<file path="src/rtl/fifo_sync_ring_if.sv">
// Handshake bundle for fifo_sync_ring. The producer/consumer side uses the master modport and the FIFO uses the slave modport.
// almost_full/almost_empty exist only when FIFO_SYNC_ALMOST_EN is defined.
interface fifo_sync_ring_if #(
    parameter int unsigned FIFO_WIDTH = 8,
    parameter int unsigned ADDR_W     = 4
) ();
    logic                  wr_en;
    logic [FIFO_WIDTH-1:0] wr_data;
    logic                  rd_en;
    logic [FIFO_WIDTH-1:0] rd_data;
    logic                  rd_valid;
    logic                  full;
    logic                  empty;
    logic [ADDR_W:0]       count;
    logic                  overflow;
    logic                  underflow;
`ifdef FIFO_SYNC_ALMOST_EN
    logic                  almost_full;
    logic                  almost_empty;
`endif

    modport master (
        output wr_en, wr_data, rd_en,
        input  rd_data, rd_valid, full, empty, count, overflow, underflow
`ifdef FIFO_SYNC_ALMOST_EN
        , input almost_full, almost_empty
`endif
    );

    modport slave (
        input  wr_en, wr_data, rd_en,
        output rd_data, rd_valid, full, empty, count, overflow, underflow
`ifdef FIFO_SYNC_ALMOST_EN
        , output almost_full, almost_empty
`endif
    );
endinterface

</file>
<file path="src/rtl/fifo_sync_ring.sv">
// fifo_sync_ring is a parametrised synchronous FIFO built as a circular buffer. It has a registered read port.
// The optional almost_full/almost_empty flags are enabled with `define FIFO_SYNC_ALMOST_EN.
module fifo_sync_ring #(
    parameter int unsigned FIFO_WIDTH = 8,
    parameter int unsigned ADDR_W     = 4,
    parameter int unsigned AFULL_TH   = 12,
    parameter int unsigned AEMPTY_TH  = 2
) (
    input logic             clk,
    input logic             rst_n,
    fifo_sync_ring_if.slave bus
);
    localparam int unsigned DEPTH = 2 ** ADDR_W;
    localparam logic [ADDR_W:0] DEPTH_CNT = {1'b1, {ADDR_W{1'b0}}};

    logic [FIFO_WIDTH-1:0] mem [DEPTH];
    logic [ADDR_W-1:0]     wr_ptr;
    logic [ADDR_W-1:0]     rd_ptr;
    logic [ADDR_W:0]       count_q;
    logic [FIFO_WIDTH-1:0] rd_data_q;
    logic                  rd_valid_q;
    logic                  overflow_q;
    logic                  underflow_q;
    logic                  full_c;
    logic                  empty_c;
    logic                  wr_acc;
    logic                  rd_acc;

    if (AEMPTY_TH >= AFULL_TH) begin : g_bad_thresholds
        $error("fifo_sync_ring: AEMPTY_TH must be below AFULL_TH");
    end

    always_comb begin
        full_c  = (count_q == DEPTH_CNT);
        empty_c = (count_q == '0);
        wr_acc  = bus.wr_en && !full_c;
        rd_acc  = bus.rd_en && !empty_c;
    end

    // Storage carries no reset; validity is tracked only by the pointers and count.
    always_ff @(posedge clk) begin
        if (wr_acc) begin
            mem[wr_ptr] <= bus.wr_data;
        end
    end

    always_ff @(posedge clk or negedge rst_n) begin
        if (!rst_n) begin
            wr_ptr      <= '0;
            rd_ptr      <= '0;
            count_q     <= '0;
            rd_data_q   <= '0;
            rd_valid_q  <= 1'b0;
            overflow_q  <= 1'b0;
            underflow_q <= 1'b0;
        end else begin
            overflow_q  <= bus.wr_en && full_c;
            underflow_q <= bus.rd_en && empty_c;
            rd_valid_q  <= rd_acc;
            if (wr_acc) begin
                wr_ptr <= wr_ptr + ADDR_W'(1);
            end
            if (rd_acc) begin
                rd_data_q <= mem[rd_ptr];
                rd_ptr    <= rd_ptr + ADDR_W'(1);
            end
            case ({wr_acc, rd_acc})
                2'b10:   count_q <= count_q + (ADDR_W+1)'(1);
                2'b01:   count_q <= count_q - (ADDR_W+1)'(1);
                default: count_q <= count_q;
            endcase
        end
    end

    assign bus.rd_data   = rd_data_q;
    assign bus.rd_valid  = rd_valid_q;
    assign bus.full      = full_c;
    assign bus.empty     = empty_c;
    assign bus.count     = count_q;
    assign bus.overflow  = overflow_q;
    assign bus.underflow = underflow_q;

`ifdef FIFO_SYNC_ALMOST_EN
    assign bus.almost_full  = (count_q >= (ADDR_W+1)'(AFULL_TH));
    assign bus.almost_empty = (count_q <= (ADDR_W+1)'(AEMPTY_TH));
`endif
endmodule
</file>
<file path="src/flat_wrapper.sv">
// flat-port wrapper written by rule: the top's interface ports become plain ports
module fifo_sync_ring_flat 
#(
    parameter int unsigned FIFO_WIDTH = 8,
    parameter int unsigned ADDR_W     = 4,
    parameter int unsigned AFULL_TH   = 12,
    parameter int unsigned AEMPTY_TH  = 2
)
  (clk, rst_n, bus_wr_en, bus_wr_data, bus_rd_en, bus_rd_data, bus_rd_valid, bus_full, bus_empty, bus_count, bus_overflow, bus_underflow);
  fifo_sync_ring_if #(.FIFO_WIDTH(FIFO_WIDTH), .ADDR_W(ADDR_W)) bus_i ();
  input logic clk;
  input logic rst_n;
  input wire logic [$bits(bus_i.wr_en)-1:0] bus_wr_en;
  input wire logic [$bits(bus_i.wr_data)-1:0] bus_wr_data;
  input wire logic [$bits(bus_i.rd_en)-1:0] bus_rd_en;
  output wire logic [$bits(bus_i.rd_data)-1:0] bus_rd_data;
  output wire logic [$bits(bus_i.rd_valid)-1:0] bus_rd_valid;
  output wire logic [$bits(bus_i.full)-1:0] bus_full;
  output wire logic [$bits(bus_i.empty)-1:0] bus_empty;
  output wire logic [$bits(bus_i.count)-1:0] bus_count;
  output wire logic [$bits(bus_i.overflow)-1:0] bus_overflow;
  output wire logic [$bits(bus_i.underflow)-1:0] bus_underflow;
  assign bus_i.wr_en = bus_wr_en;
  assign bus_i.wr_data = bus_wr_data;
  assign bus_i.rd_en = bus_rd_en;
  assign bus_rd_data = bus_i.rd_data;
  assign bus_rd_valid = bus_i.rd_valid;
  assign bus_full = bus_i.full;
  assign bus_empty = bus_i.empty;
  assign bus_count = bus_i.count;
  assign bus_overflow = bus_i.overflow;
  assign bus_underflow = bus_i.underflow;
  fifo_sync_ring #(.FIFO_WIDTH(FIFO_WIDTH), .ADDR_W(ADDR_W), .AFULL_TH(AFULL_TH), .AEMPTY_TH(AEMPTY_TH)) u_core (.clk(clk), .rst_n(rst_n), .bus(bus_i));
endmodule
</file>
<file path="config.mk">
export PLATFORM = sky130hd
export DESIGN_NAME = fifo_sync_ring_flat
export DESIGN_NICKNAME = d
export VERILOG_FILES = /design/src/rtl/fifo_sync_ring_if.sv /design/src/rtl/fifo_sync_ring.sv /design/src/flat_wrapper.sv
export SDC_FILE = /design/constraint.sdc
export NUM_CORES = 1
export LEC_CHECK = 0
export BUFFER_PORTS_ARGS = -buffer_cell sky130_fd_sc_hd__buf_2
export CAP_MARGIN = 20
export CORE_MARGIN = 2
export CORE_UTILIZATION = 55
export CTS_CLUSTER_SIZE = 14
export DETAILED_ROUTE_END_ITERATION = 8
export PLACE_DENSITY = 0.75
export SLEW_MARGIN = 20
export SYNTH_ARGS = -nofsm -noshare
export SYNTH_HDL_FRONTEND = slang
export SYNTH_SLANG_ARGS = --single-unit
</file>
<file path="constraint.sdc">
create_clock -name clk -period 2.85 [get_ports clk]
set_clock_uncertainty 0.15 [all_clocks]
set_input_delay 0.57 -clock clk [delete_from_list [all_inputs] [get_ports clk]]
set_output_delay 0.57 -clock clk [all_outputs]
set_load 0.02 [all_outputs]
</file>
==> run_results.csv, run 1 <==
group,metric,value,unit
cts,path_clk_slew,0.06,ns
run_status,status,"complete, no violations",
final_layout,mostFrequentLayoutCell,"edfxtp_1",
die,start_util,0.563,
detailed_routing,num_vias,3112,
detailed_routing,drc,0,
cts,cts_tree,"built",
timing,fmaxAchievable,0.376,GHz
worst_hold_path,hold_path.class,"input port to register",
placed_design,dp_cells,487,
timing,min_period,2.66,ns
setup_path,crit_cells,4,
final_layout,utilization,0.647,
cts,numCtsBuffers,17,
setup_path,worstPathArrival,1.94,ns
timing,final-hold-violation-count,0,
cts,clkSinkCount,152,
global_routing,grt_pass1_vias,3105,
setup_path,crit_fanout,8,
global_routing,met2_usage,0.336,
cts,cts_resized,0,
placed_design,dpl.hpwl,7270,um
logic_synthesis,synth_edf_count,128,
power,p_total,7.08,mW
global_routing,use_met1,0.284,
setup_path,crit_type,"register to output port",
cts,cts_max_level,4,
global_routing,antenna_found_initial,0,
logic_synthesis,synth_seq_area_share,0.728,
global_routing,gr-max-usage-layer,"met2",
global_routing,grt_overflow,0,
detailed_routing,wirelength,11400,um
logic_synthesis,ys_warn_count,0,
final_layout,syn2layout_area_growth,14.8,%
job,drv_cap,0,
timing,drv_slew,0,
die,die_h,109,um
logic_synthesis,syn_area,6110,um2
power,ir_drop,0.658,mV
power,p_leak,2.46,nW
setup_path,endpoint_kind,"output port",
global_routing,grt_util_met3,0.0705,
detailed_routing,viasPerCell,5.98,
final_layout,fillCellCount,738,
die,core,10800,um2
setup_path,critical-path-top-delay-family,"simple AND/OR/NAND/NOR gates",
cts,ctsLongestPathBuffers,2,
final_layout,nets,387,
timing,worst_pin_slew,0.934,ns
placed_design,portBuffers,29,
global_routing,grt_pass1_wl,17600,um
setup_path,required,2.13,ns
setup_path,worstPathCellList,"buf_4 > or4_4 > nor2_1 > buf_2",
logic_synthesis,synthFlopType,"edfxtp_1",
die,die_x,109,um
die,fp-row-count,38,
setup_path,reg2reg_depth,10,
logic_synthesis,avgSynthCellArea,19.2,um2
logic_synthesis,syn_nets,338,
worst_hold_path,hold_depth,2,
global_routing,grt_max_degree,34,
final_layout,fin_cells,520,
detailed_routing,drt_iter0_drc,310,
die,die-area,12000,um2
detailed_routing,routedWlPerCell,22.0,um
timing,finalSetupViolations,0,
die,io_pins,30,
setup_path,cp_num_buf_inv,2,
detailed_routing,firstDrtPassIters,4,
cts,root_buffer,"clkbuf_8",
setup_path,worst_path_max_delay_cell,"or4_4",
timing,rsz0062_at_grt,"false",
timing,finalCritPeriodShare,0.934,
global_routing,grtUsageTotal,0.214,
logic_synthesis,netlist-cell-type-count,35,
final_layout,mostFrequentLayoutCells,"128 x edfxtp_1, 29 x buf_2, 23 x mux4_2, 23 x dfrtp_1, 18 x buf_4",
timing,final.setup.tns,0,ns
logic_synthesis,synth-async-reset-ratio,0.158,
placed_design,place_congestion,0.804,
final_layout,drive_above_1_share,0.289,
final_layout,antenna_cells,0,
logic_synthesis,syn_inst,318,
setup_path,slowest_delay,0.58,ns
power,power_density,1010,nW/um2
timing,max-slew-margin-rel,0.375,
logic_synthesis,ys_ff_latch,152,
setup_path,startpoint_type,"register",
cts,insertion_delay,0.53,ns
detailed_routing,drtAntennaViolNets,0,
==> Yosys cell counts, drive strengths merged, types with 2 or more instances <==
cell,n,area (um2)
o22ai,16,100
nand2,8,30.0
xnor2,7,61.3
buf,14,101
dfrtp,24,601
nand2b,3,18.8
clkbuf,5,18.8
nor2,15,56.3
mux2,10,113
edfxtp,128,3840
mux4,32,754
inv,7,26.3
a21oi,12,60.1
ha,8,100
nand4,2,12.5
nor3,7,35.0
o21ai,2,10.0
xor2,6,52.6
==> repair_timing <==
action                                 CTS  global route
buffers inserted                         0             0
hold buffers                             1             0
endpoints found under the hold margin   24             0
==> final timing paths <==
check / slack [ns] / end / start
worst max-delay path: 0.19 / bus_full / u_core.bus.count[2]
worst min-delay path: 0.16 / u_core.bus.overflow / bus_wr_en
worst max register to register: 0.26 / u_core.bus.count[4] / u_core.bus.count[1]
worst min register to register: 0.44 / u_core.bus.rd_data[0] / u_core.bus.rd_data[0]
max in group asynchronous: 1.72 / u_core.rd_ptr[2] / rst_n
min in group asynchronous: 0.42 / u_core.bus.count[1] / rst_n
==> per-stage QoR <==
step	worst slack [ns]	area, um2	hold slack [ns]
global placement	0.404	6470	0.415
floorplan	0.0246	6110	0.124
finish	0.187	7010	0.162
CTS	0.152	7010	0.141
detailed placement	0.267	6470	0.425
global route	0.0419	7010	0.151
==> cell families after synthesis <==
logic type                 share of synthesized area
xor gates and xnor gates                      0.0186
adders and majority gates                     0.0164
and+or+nand+nor                               0.0328
DFF                                            0.728
muxes                                          0.142
buffers and inverters                         0.0240
AOI/OAI and AO/OA                             0.0387
==> cell type report <==
cell class,count,area [um2],area share
Inverter,7,26.3,0.00375
Tap cell,140,175,0.0250
Timing Repair Buffer,49,310,0.0442
Sequential cell,152,4450,0.634
Clock inverter,12,109,0.0155
Multi-Input combinational cell,140,1520,0.217
Clock buffer,20,425,0.0607
==> layer usage <==
layer,part of all wire,routed length [um],vias up
met4,0.018,201,0
met5,0,0,-
met3,0.081,930,22
met2,0.48,5530,127
met1,0.42,4760,1590
li1,-,-,1373
==> sequential cells by signal, indices dropped and copies added (netlist names) <==
register,cells
u_core.bus.underflow,1
u_core.rd_ptr,4
u_core.bus.count,5
u_core.bus.rd_data,8
u_core.wr_ptr,4
u_core.mem,128
u_core.bus.rd_valid,1
u_core.bus.overflow,1
==> report_power, final <==
group,internal [mW],switching (mW),leakage [nW]
clock network,1.22,0.816,0.248
registers,2.76,0.347,1.44
logic,0.948,0.992,0.774
total,4.93,2.15,2.46
(Power assumes the default switching activity.)
==> run 2: changes to the inputs <==
ABC_AREA = 1   (was unset)
CTS_BUF_LIST = sky130_fd_sc_hd__clkbuf_4   (was unset)
PLACE_DENSITY = 0.74   (was 0.75)
==> run 2 against run 1 <==
Effect of this change: worst hold slack worse by 0.082 ns; largest cell class unchanged; maximum frequency is 3.8% higher; worst setup slack better by 0.098 ns; clock-buffer cell count stayed put; critical endpoint is now u_core.bus.count[4]; sequential power is 5% lower; register-to-register slack better by 0.03 ns; routed wire length is 24% higher; utilization is 3.5 points lower; critical path depth is 11 higher; sequential share of layout area is 2.9 points lower.
==> run_results.csv, run 2 <==
group,metric,value,unit
global_routing,grt_max_degree,67,
setup_path,cp_num_buf_inv,2,
setup_path,worstPathCellList,"nor2_2 > nand4_2 > nand2_4 > inv_2 > ha_2 > xor2_2 > ha_1 > inv_1 > nand2_1 > nand3_1 > nand2_1 > nand2_1 > nand2_1 > nand2_1 > nand2_1",
job,drv_cap,0,
placed_design,place_congestion,0.897,
detailed_routing,drtAntennaViolNets,0,
global_routing,antenna_found_initial,0,
setup_path,crit_top_cell,"nand2_1",
timing,rsz0062_at_grt,"false",
logic_synthesis,ys_warn_count,0,
final_layout,final-seq-area,4450,um2
logic_synthesis,synthAdderAreaFrac,0.0148,
power,p_leak,3.38,nW
detailed_routing,viasPerCell,5.32,
cts,root_buffer,"clkbuf_4",
placed_design,dp_cells,844,
final_layout,mostFrequentLayoutCell,"nand2_1",
cts,insertion_delay,0.56,ns
logic_synthesis,synth.area.top_cells,"edfxtp_1 57%, nand2_1 13%, dfrtp_1 8.9%",
timing,final-hold-violation-count,0,
detailed_routing,firstDrtPassIters,5,
timing,drv_slew,0,
logic_synthesis,synth-xor-area-share,0.0117,
final_layout,largest_register_ffs,128,
cts,numCtsBuffers,17,
cts,ctsLongestPathBuffers,2,
final_layout,design_area,7350,um2
final_layout,drive_above_1_share,0.114,
logic_synthesis,synthFlopType,"edfxtp_1",
logic_synthesis,syn_inst,680,
setup_path,worst_path_max_delay_cell,"dfrtp_1",
setup_path,required,3.16,ns
timing,final.setup.tns,0,ns
logic_synthesis,synth-async-reset-ratio,0.158,
final_layout,mostFrequentLayoutCells,"227 x nand2_1, 128 x edfxtp_1, 115 x inv_1",
logic_synthesis,synth_most_common_cell,"nand2_1",
global_routing,grt_overflow,0,
placed_design,placed_area,7050,um2
run_status,status,"complete, no violations",
timing,fmaxAchievable,0.390,GHz
logic_synthesis,netlist-cell-type-count,25,
logic_synthesis,synth_top_family_by_area,"simple AND/OR/NAND/NOR gates",
setup_path,slowest_delay,0.46,ns
detailed_routing,routedWlPerCell,16.2,um
setup_path,endpoint_kind,"register",
die,fp-row-count,40,
logic_synthesis,synthSimpleGateAreaFrac,0.220,
detailed_routing,wirelength,14200,um
worst_hold_path,hold_path.class,"input port to register",
global_routing,grtUsageTotal,0.235,
logic_synthesis,synth_common_cells,"227 x nand2_1, 128 x edfxtp_1, 115 x inv_1",
setup_path,startpoint_type,"register",
power,power_density,938,nW/um2
final_layout,fin_cells,876,
setup_path,crit_fanout,16,
timing,worst_pin_slew,0.701,ns
setup_path,reg2reg_slack,0.29,ns
die,die_x,115,um
timing,min_period,2.56,ns
setup_path,worstPathArrival,2.87,ns
logic_synthesis,netlist.area_leader.share,0.569,
final_layout,nets,737,
timing,max-slew-margin-rel,0.533,
final_layout,utilization,0.612,
global_routing,grt_pass1_vias,4422,
logic_synthesis,syn_area,6760,um2
logic_synthesis,syn_nets,700,
detailed_routing,drc,0,
logic_synthesis,avgSynthCellArea,9.94,um2
logic_synthesis,synth_seq_area_share,0.658,
placed_design,portBuffers,29,
die,die_h,115,um
global_routing,grt_pass1_wl,22900,um
cts,cts_tree,"built",
cts,path_clk_slew,0.12,ns
logic_synthesis,synth_area_leader_cell,"edfxtp_1",
detailed_routing,num_vias,4661,
final_layout,multi_input_area,1710,um2
timing,finalCritPeriodShare,0.900,
cts,clkSinkCount,152,
die,io_pins,30,
setup_path,critical-path-top-delay-family,"simple AND/OR/NAND/NOR gates",
die,start_util,0.563,
die,die-area,13200,um2
placed_design,dpl.hpwl,9270,um
final_layout,regMostFlops,"u_core.mem",
die,core,12000,um2
logic_synthesis,yosys-mux-area-fraction,0,
timing,finalSetupViolations,0,
final_layout,antenna_cells,0,
setup_path,crit_type,"register to register",
power,ir_drop,0.439,mV
final_layout,fillCellCount,1012,
logic_synthesis,ys_ff_latch,152,
detailed_routing,drt_iter0_drc,582,
final_layout,syn2layout_area_growth,8.70,%
cts,cts_max_level,4,
logic_synthesis,synth_compound_area_frac,0.00574,
logic_synthesis,synth_edf_count,128,
==> run 2: cell types whose count changed in the layout (fill, tap and decap cells not counted), sizes merged, moves of 5 or more <==
cell   before  now
mux4       32    0
nor2       15   21
nor3        7    0
o22ai      16    1
a21oi      12    0
buf        48   43
nand2       8  228
xnor2       7    1
mux2       10    0
nand3       1  103
inv         7  122
==> run 2: worst paths after layout <==
| check | from | to | depth (start not counted) |
|---|---|---|---|
| worst max-delay path | u_core.bus.count[2] | u_core.bus.count[4] | 15 |
| worst min-delay path | bus_wr_en | u_core.bus.overflow | 3 |
| worst max register to register | u_core.bus.count[2] | u_core.bus.count[4] | 15 |
| worst min register to register | u_core.bus.rd_data[3] | u_core.bus.rd_data[3] | 2 |
| max in group asynchronous | rst_n | u_core.rd_ptr[0] | 2 |
| min in group asynchronous | rst_n | u_core.wr_ptr[1] | 2 |
==> run 2: cells by family after synthesis <==
logic type,count (synthesis)
fa+ha+maj,8
flops,152
buf+inv,149
compound gates,7
simple gates,355
xor+xnor,9
==> run 2: metrics by stage <==
stage,total power [mW],setup WS (ns),hold slack (ns)
2_1_floorplan,4.84,0.400,0.124
3_3_place_gp,5.49,0.444,0.313
3_5_place_dp,5.56,0.284,0.316
4_1_cts,6.87,0.262,0.0294
5_1_grt,7.34,0.0652,0.0364
6_report,6.89,0.285,0.0796
==> run 2: final cells by class <==
| class | instances | area share |
|---|---|---|
| clock buffer | 20 | 0.0204 |
| tap | 147 | 0.0250 |
| sequential | 152 | 0.605 |
| multi-input combinational | 379 | 0.233 |
| timing repair buffer | 44 | 0.0354 |
| inverter | 123 | 0.0628 |
| clock inverter | 11 | 0.0179 |
==> run 2: layer usage <==
| metal | GRT usage | part of all wire | up-vias |
|---|---|---|---|
| met3 | 0.0611 | 0.067 | 22 |
| met4 | 0.0811 | 0.017 | 0 |
| met1 | 0.321 | 0.43 | 2232 |
| met2 | 0.370 | 0.49 | 169 |
| li1 | - | - | 2238 |
| met5 | 0 | 0 | - |
==> run 2: worst register-to-register path, cell delays in order, from the launching register on <==
cell     delay [ns]
dfrtp_1        0.46
nor2_2         0.18
nand4_2        0.16
nand2_4        0.16
inv_2          0.13
ha_2           0.27
xor2_2         0.20
ha_1           0.23
inv_1          0.06
nand2_1        0.08
nand3_1        0.13
nand2_1        0.07
nand2_1        0.05
nand2_1        0.04
nand2_1        0.05
nand2_1        0.04
==> run 2: power breakdown <==
| group | internal [mW] | leakage, nW | switching (mW) |
|---|---|---|---|
| clock network | 0.619 | 0.153 | 0.701 |
| logic | 0.787 | 1.77 | 1.84 |
| registers | 2.74 | 1.45 | 0.211 |
| total | 4.15 | 3.38 | 2.75 |
==> run 2: timing repair <==
| action | in CTS | in global routing |
|---|---|---|
| resized for setup | 0 | 2 |
| setup endpoints to repair | 0 | 1 |
| setup buffers | 0 | 0 |
| endpoints found under the hold margin | 24 | 0 |
| hold buffers | 1 | 0 |
